--- src/rtl/peripheral_bridge_apb2ahb.sv ---
// rtl/peripheral_bridge_apb2ahb.sv - APB4 slave to AHB-Lite master bridge, one AHB single transfer per APB transfer
module peripheral_bridge_apb2ahb #(
    parameter int PLEN = 8,
    parameter int XLEN = 32
) (
    input  logic                HRESETn,
    input  logic                HCLK,

    input  logic                PSEL,
    input  logic                PENABLE,
    input  logic [PLEN-1:0]     PADDR,
    input  logic                PWRITE,
    input  logic [XLEN/8-1:0]   PSTRB,
    input  logic [XLEN-1:0]     PWDATA,
    output logic [XLEN-1:0]     PRDATA,
    output logic                PREADY,
    output logic                PSLVERR,

    output logic                HSEL,
    output logic [PLEN-1:0]     HADDR,
    output logic [XLEN-1:0]     HWDATA,
    input  logic [XLEN-1:0]     HRDATA,
    output logic                HWRITE,
    output logic [2:0]          HSIZE,
    output logic [2:0]          HBURST,
    output logic [3:0]          HPROT,
    output logic [1:0]          HTRANS,
    output logic                HMASTLOCK,
    input  logic                HREADY,
    input  logic                HRESP
);

    localparam int              LANES      = XLEN / 8;
    localparam logic [2:0]      SIZE_BUS   = (XLEN == 64) ? 3'b011 : 3'b010;
    localparam logic [PLEN-1:0] LANE_MASK  = PLEN'(LANES - 1);

    localparam logic [1:0]      ST_IDLE    = 2'd0;
    localparam logic [1:0]      ST_ADDR    = 2'd1;
    localparam logic [1:0]      ST_DATA    = 2'd2;
    localparam logic [1:0]      ST_RESP    = 2'd3;

    localparam logic [1:0]      HT_IDLE    = 2'b00;
    localparam logic [1:0]      HT_NONSEQ  = 2'b10;
    localparam logic [3:0]      HPROT_DATA = 4'b0011;

    logic [1:0]         r_state;
    logic               r_hsel;
    logic [PLEN-1:0]    r_haddr;
    logic [XLEN-1:0]    r_hwdata;
    logic               r_hwrite;
    logic [2:0]         r_hsize;
    logic [2:0]         r_hburst;
    logic [3:0]         r_hprot;
    logic [1:0]         r_htrans;
    logic               r_hmastlock;
    logic [XLEN-1:0]    r_prdata;
    logic               r_pready;
    logic               r_pslverr;

    logic               w_setup;
    logic               w_strb_zero;
    logic               w_strb_legal;
    logic [2:0]         w_strb_size;
    logic [PLEN-1:0]    w_strb_low;
    logic [PLEN-1:0]    w_addr_base;

    assign w_setup     = PSEL & ~PENABLE;
    assign w_strb_zero = (PSTRB == '0);
    assign w_addr_base = PADDR & ~LANE_MASK;

    // A legal strobe is 2^s contiguous lanes starting on a multiple of 2^s.
    always_comb begin
        w_strb_legal = 1'b0;
        w_strb_size  = 3'b000;
        w_strb_low   = '0;
        for (int s = 0; s < 4; s++) begin
            for (int o = 0; o < LANES; o++) begin
                if (((1 << s) <= LANES) && ((o % (1 << s)) == 0) &&
                    (32'(PSTRB) == 32'(((1 << (1 << s)) - 1) << o))) begin
                    w_strb_legal = 1'b1;
                    w_strb_size  = 3'(s);
                    w_strb_low   = PLEN'(o);
                end
            end
        end
    end

    always_ff @(posedge HCLK or negedge HRESETn) begin
        if (!HRESETn) begin
            r_state     <= ST_IDLE;
            r_hsel      <= 1'b0;
            r_haddr     <= '0;
            r_hwdata    <= '0;
            r_hwrite    <= 1'b0;
            r_hsize     <= 3'b000;
            r_hburst    <= 3'b000;
            r_hprot     <= HPROT_DATA;
            r_htrans    <= HT_IDLE;
            r_hmastlock <= 1'b0;
            r_prdata    <= '0;
            r_pready    <= 1'b0;
            r_pslverr   <= 1'b0;
        end else begin
            r_hsel   <= 1'b0;
            r_htrans <= HT_IDLE;
            r_pready <= 1'b0;
            case (r_state)
                ST_IDLE: begin
                    if (w_setup) begin
                        if (!PWRITE || w_strb_legal) begin
                            r_state  <= ST_ADDR;
                            r_hsel   <= 1'b1;
                            r_htrans <= HT_NONSEQ;
                            r_hwrite <= PWRITE;
                            if (PWRITE) begin
                                r_haddr  <= w_addr_base | w_strb_low;
                                r_hsize  <= w_strb_size;
                                r_hwdata <= PWDATA;
                            end else begin
                                r_haddr  <= w_addr_base;
                                r_hsize  <= SIZE_BUS;
                            end
                        end else begin
                            // Empty strobe completes silently; a malformed one reports an error.
                            r_state   <= ST_RESP;
                            r_pready  <= 1'b1;
                            r_pslverr <= ~w_strb_zero;
                        end
                    end
                end
                ST_ADDR: begin
                    if (HREADY) begin
                        r_state <= ST_DATA;
                    end else begin
                        r_hsel   <= 1'b1;
                        r_htrans <= HT_NONSEQ;
                    end
                end
                ST_DATA: begin
                    if (HREADY) begin
                        r_state   <= ST_RESP;
                        r_pready  <= 1'b1;
                        r_pslverr <= HRESP;
                        if (!r_hwrite) begin
                            r_prdata <= HRDATA;
                        end
                    end
                end
                default: begin
                    r_state <= ST_IDLE;
                end
            endcase
        end
    end

    assign HSEL      = r_hsel;
    assign HADDR     = r_haddr;
    assign HWDATA    = r_hwdata;
    assign HWRITE    = r_hwrite;
    assign HSIZE     = r_hsize;
    assign HBURST    = r_hburst;
    assign HPROT     = r_hprot;
    assign HTRANS    = r_htrans;
    assign HMASTLOCK = r_hmastlock;
    assign PRDATA    = r_prdata;
    assign PREADY    = r_pready;
    assign PSLVERR   = r_pslverr;

endmodule

--- config.mk ---
export PLATFORM = sky130hd
export DESIGN_NAME = peripheral_bridge_apb2ahb
export DESIGN_NICKNAME = d
export VERILOG_FILES = /design/src/rtl/peripheral_bridge_apb2ahb.sv
export SDC_FILE = /design/constraint.sdc
export NUM_CORES = 1
export LEC_CHECK = 0
export ABC_AREA = 1
export CAP_MARGIN = 25
export CORE_AREA = 2 2 92 94
export DETAILED_ROUTE_END_ITERATION = 7
export DIE_AREA = 0 0 94 96
export PLACE_DENSITY = 0.86
export SYNTH_ARGS = -nofsm -noshare
export SYNTH_HDL_FRONTEND = slang
export SYNTH_SLANG_ARGS = --single-unit
--- constraint.sdc ---
create_clock -name HCLK -period 2.3 [get_ports HCLK]
set_input_delay 0.46 -clock HCLK [delete_from_list [all_inputs] [get_ports HCLK]]
set_output_delay 0.46 -clock HCLK [all_outputs]
set_load 0.02 [all_outputs]
---- After elaboration in Yosys (flattened, before gate mapping) ----
Cells that the tools add are included.
operators by class
  add/subtract/negate cells ............... 0
  multiply operators ...................... 0
  div/mod/pow operators ................... 0
  order comparisons ....................... 0
  equal/unequal tests ..................... 13
  shift-type cells ........................ 0
  multiplexer cells ....................... 39
  bitwise operators ....................... 5
  reductions and logical operators ........ 10
operator list
  cell                  number
  $mux W2               11
  $mux W1               19
  $mux W8               2
  $eq A4 B4 Y1 const B  3
  $reduce_and A3 Y1     3
  $eq A4 B2 Y1 const B  2
  $ne A2 B2 Y1 const B  4
  $or A8 B8 Y8          1
  $reduce_and A4 Y1     2
  $mux W3               2
  $pmux W1 S2           3
  $pmux W2 S3           1
  $eq A4 B1 Y1 const B  1
  $eq A4 B3 Y1 const B  1
  $logic_not A4 Y1      1
  $pmux W2 S2           1
  $not A1 Y1            3
  $eq A2 B1 Y1 const B  1
  $eq A2 B2 Y1 const B  1
  $logic_not A2 Y1      1
  $reduce_bool A2 Y1    1
  $and A1 B1 Y1         1
  $logic_not A1 Y1      1
  $logic_or A1 B1 Y1    1
storage, ports and cells
  flip-flop bits (word level) ............. 83
  bits in latches ......................... 0
  memory bits (writable) .................. 0
  memory bits (read-only) ................. 0
  input port bits ......................... 83
  memories kept ........................... 0

---- Depth between registers and ports, before layout ----
  depth in word-level cells ............... 12
  mapped depth ............................ 9
  depth with buffers taken out ............ 9

---- Worst setup path after synthesis ----
Ideal clock, no wire load.
  path type ............................... register -> register
  from .................................... register r_state[0]
  to ...................................... register r_prdata[0] (netlist: PRDATA[0])
  library setup time ...................... 125 ps
  arrival time ............................ 1,344 ps
  required time ........................... 2,175 ps
  slack ................................... 831 ps
  stages on the path, launching flop included .. 6
  buffers on the path ..................... 1
  period minus slack after synthesis ...... 1,469 ps
  cell sequence ........................... dfrtp_1 inv_1 ha_1 nand2_1 buf_2 mux2_2
on the way
  word-level cells in the longest chain between the ends .. 2
RTL lines
  element                      RTL line  RTL
  start, declared              46        logic [1:0] r_state;
  start signal, assigned       90        r_state <= ST_IDLE;
  start signal, assigned       111       r_state <= ST_ADDR;
  start signal, assigned       125       r_state <= ST_RESP;
  $eq A2 B2 Y1                 107       case (r_state)
  $reduce_and A3 Y1 (no line)  -
  end signal, assigned         100       r_prdata <= '0;
  end signal, assigned         145       r_prdata <= HRDATA;
  end, declared                56        logic [XLEN-1:0] r_prdata;
No other way between the ends.
A chain may end at the register's enable or synchronous reset.

---- Worst setup path after layout ----
  from .................................... register r_state[1]
  to ...................................... register r_hwdata[12] (netlist: HWDATA[12])
on the way
  word-level cells in the longest chain between the ends .. 2
RTL lines
  element                      RTL line  RTL
  $logic_not A2 Y1             107
  $reduce_and A4 Y1 (no line)  -
  end signal, assigned         93        r_hwdata <= '0;
  end signal, assigned         118       r_hwdata <= PWDATA;
  end, declared                49        logic [XLEN-1:0] r_hwdata;
No other way between the ends.

==> qor.yml <==
grt_max_degree: 43
netlist_instances: 336
fin_crit_sh_pct: 82.9
synth_simple_gate_area_share_pct: 23.0
worst_slew_pin_slew_ns: 0.590
synthTopCellsByCount: "111 x nand2_1, 80 x dfrtp_1, 42 x nand4_1, 32 x mux2_2"
synthAdderAreaFrac_pct: 1.44
hold_buffers: 0
ys_seq_area_share_pct: 57.6
layout_min_cycle_time_ns: 1.91
hold_violations: 0
synth.most_common_cell: "nand2_1"
crit_chain: "inv_1 -> ha_2 -> nand3_4 -> nand2_1 -> nand2_1"
fin_setup_tns_ns: 0
yosys.area.top_type_share_pct: 57.6
numCtsBuffers: 9
postCtsSetupRepairBufs: 0
synth_xor_xnor_area_share_pct: 0
diodes: 0
die_h_um: 96
slowest_stage: "ha_2"
initial_core_util_pct: 43.2
place_hpwl_um: 6460
synth-edff-count: 0
syn_area_per_cell_um2: 10.4
ys_ff_latch: 80
crit_path_end_kind: "register"
yosysTopAreaCell: "dfrtp_1"
dr.pass1.iters: 5
clock_path_buffers: 2
rsz0062_at_grt: "false"
wl_um: 8570
slowest_delay_ns: 0.57
fin_skew_ns: 0.00768
htreeDepth: 3
viasPerCell: 4.87
synth-async-reset-ratio_pct: 100
critPathBufInv: 1
top_level_ports: 172
coreArea_um2: 8050
synth_mux_area_share_pct: 10.4
slew_headroom_pct: 60.6
ir_worst_vdd_uv: 614
track_usage_pct: 18.9
power-per-cell-area_nw_per_um2: 1300
status: "completed"
cpMostUsedCell: "nand2_1"
setup-violations-final: 0
postRouteAntennaNets: 0
path_clk_slew_ns: 0.08
die_w_um: 94
routed_wire_length_per_instance_um: 14.2
worstSkewPairLatency_ns: 0.33
cts.sinks: 80
slew_violations: 0
grt_pass1_vias: 2795
cts_resized: 0
fp-row-count: 33
final_util_pct: 65.9
yosysUniqueCellTypes: 21
max_cap_violations: 0
hp-class: "input port to async pin"
cp.arrival_ns: 2.12
critPathKind: "register to register"
startpoint_type: "register"
cts-root-buf: "clkbuf_8"
yosysWarnings: 8
fmax_ghz: 0.525
synth_top_family_by_area: "simple AND/OR/NAND/NOR gates"
cts_tree: "yes"
crit_fanout: 33
vias: 2934
crit_family: "simple AND/OR/NAND/NOR gates"
area_growth_pct: 52.5
antenna_found_initial: 0
netlist_area_um2: 3480
gp_congestion: 0.828
fin_ws_ns: 0.394
layout.nets: 579
pre_cts_ws_ns: 0.163
fill_cells: 645
die_area_um2: 9020
overflow: 0
yosys-top-cells-area: "dfrtp_1 58%, nand2_1 12%, mux2_2 10%"
layout-drive-gt1-share_pct: 12.1
drc: 0
crit_required_ns: 2.51
synth_compound_area_share_pct: 0.468
synth_top_flop_cell: "dfrtp_1"
drtIter0Drc: 129
grt_pass1_wl_um: 13200
leakagePower_nw: 2.47
port_buffers: 159
## path summary, 6_finish.rpt
check | from | to | slack, ns | cells past startpoint
max | r_state[1] | HWDATA[12] | 0.39 | 5
min | HRESETn | PRDATA[7] | 0.09 | 1
max reg2reg | r_state[1] | HWDATA[12] | 0.39 | 5
min reg2reg | HWDATA[13] | HWDATA[13] | 0.47 | 2
max in group asynchronous | HRESETn | PRDATA[14] | 1.62 | 2
min in group HCLK | HWDATA[13] | HWDATA[13] | 0.47 | 2
## worst reg2reg max path, delay by kind of cell (launching register included)
kind | cells | cell delay (ns)
fa+ha+maj | 1 | 0.57
buf+inv | 1 | 0.10
flops | 1 | 0.42
simple gates | 3 | 0.70
## where the power goes
part	switching, mW	internal [mW]	total (mW)
Sequential	0.363	2.06	2.43
Clock	0.478	0.500	0.979
Combinational	1.79	1.72	3.51
Total	2.63	4.28	6.91
## through the flow
stage / cell area [µm²] / hold slack [ns] / instances / total power [mW]
5_1_grt: 5310 / 0.114 / 602 / 7.36
4_1_cts: 5310 / 0.0900 / 602 / 6.99
3_3_place_gp: 5120 / 0.454 / 586 / 5.87
2_1_floorplan: 3510 / 0.164 / 345 / 4.24
3_5_place_dp: 5120 / 0.457 / 586 / 5.99
6_report: 5310 / 0.0853 / 602 / 6.91
## state kept, by name, summed over array words and instances, names as in the netlist
signal	flops
r_state	2
HWDATA	32
HSIZE	2
HADDR	8
PREADY	1
HTRANS	1
PRDATA	32
HWRITE	1
PSLVERR	1
## layout make-up
cell class	count	area [µm²]	area share [%]
Inverter	13	48.8	0.920
Multi-Input combinational cell	222	1270	23.9
Clock inverter	5	57.6	1.08
Sequential cell	80	2000	37.7
Timing Repair Buffer	166	1670	31.4
Clock buffer	11	131	2.48
Tap cell	105	131	2.48
## cells by family (layout without fill, tap and decap cells)
group                      after synthesis  after routing
muxes                                   32             32
buffers and inverters                   43            195
DFF                                     80             80
and+or+nand+nor                        173            173
other                                    1             10
AOI/OAI and AO/OA                        3              3
adders and majority gates                4              4
## metal layers
layer  wire, µm  track usage, %
met4         65            5.92
met5          0               0
met1       3620            23.7
met3        687            4.07
met2       4200            33.0
## layout by cell type (no fill, tap or decap)
| cell | instances |
|---|---|
| o21ai_0 | 2 |
| clkbuf_8 | 9 |
| nor2_2 | 2 |
| nand3_1 | 5 |
| clkinvlp_4 | 3 |
| nand2_1 | 111 |
| clkbuf_1 | 2 |
| bufinv_16 | 1 |
| clkinv_2 | 1 |
| nor3b_1 | 1 |
| ha_2 | 1 |
| clkdlybuf4s50_1 | 158 |
| conb_1 | 10 |
| nand3_4 | 1 |
| buf_12 | 2 |
| nand3b_1 | 1 |
| nor2_1 | 8 |
| ha_1 | 3 |
| buf_4 | 6 |
| nand2_4 | 1 |
| mux2_2 | 32 |
| inv_1 | 13 |
| o22ai_1 | 1 |
| nand3_2 | 1 |
| nand4_1 | 42 |
| dfrtp_1 | 80 |
Power figures use the tool's default switching activity.
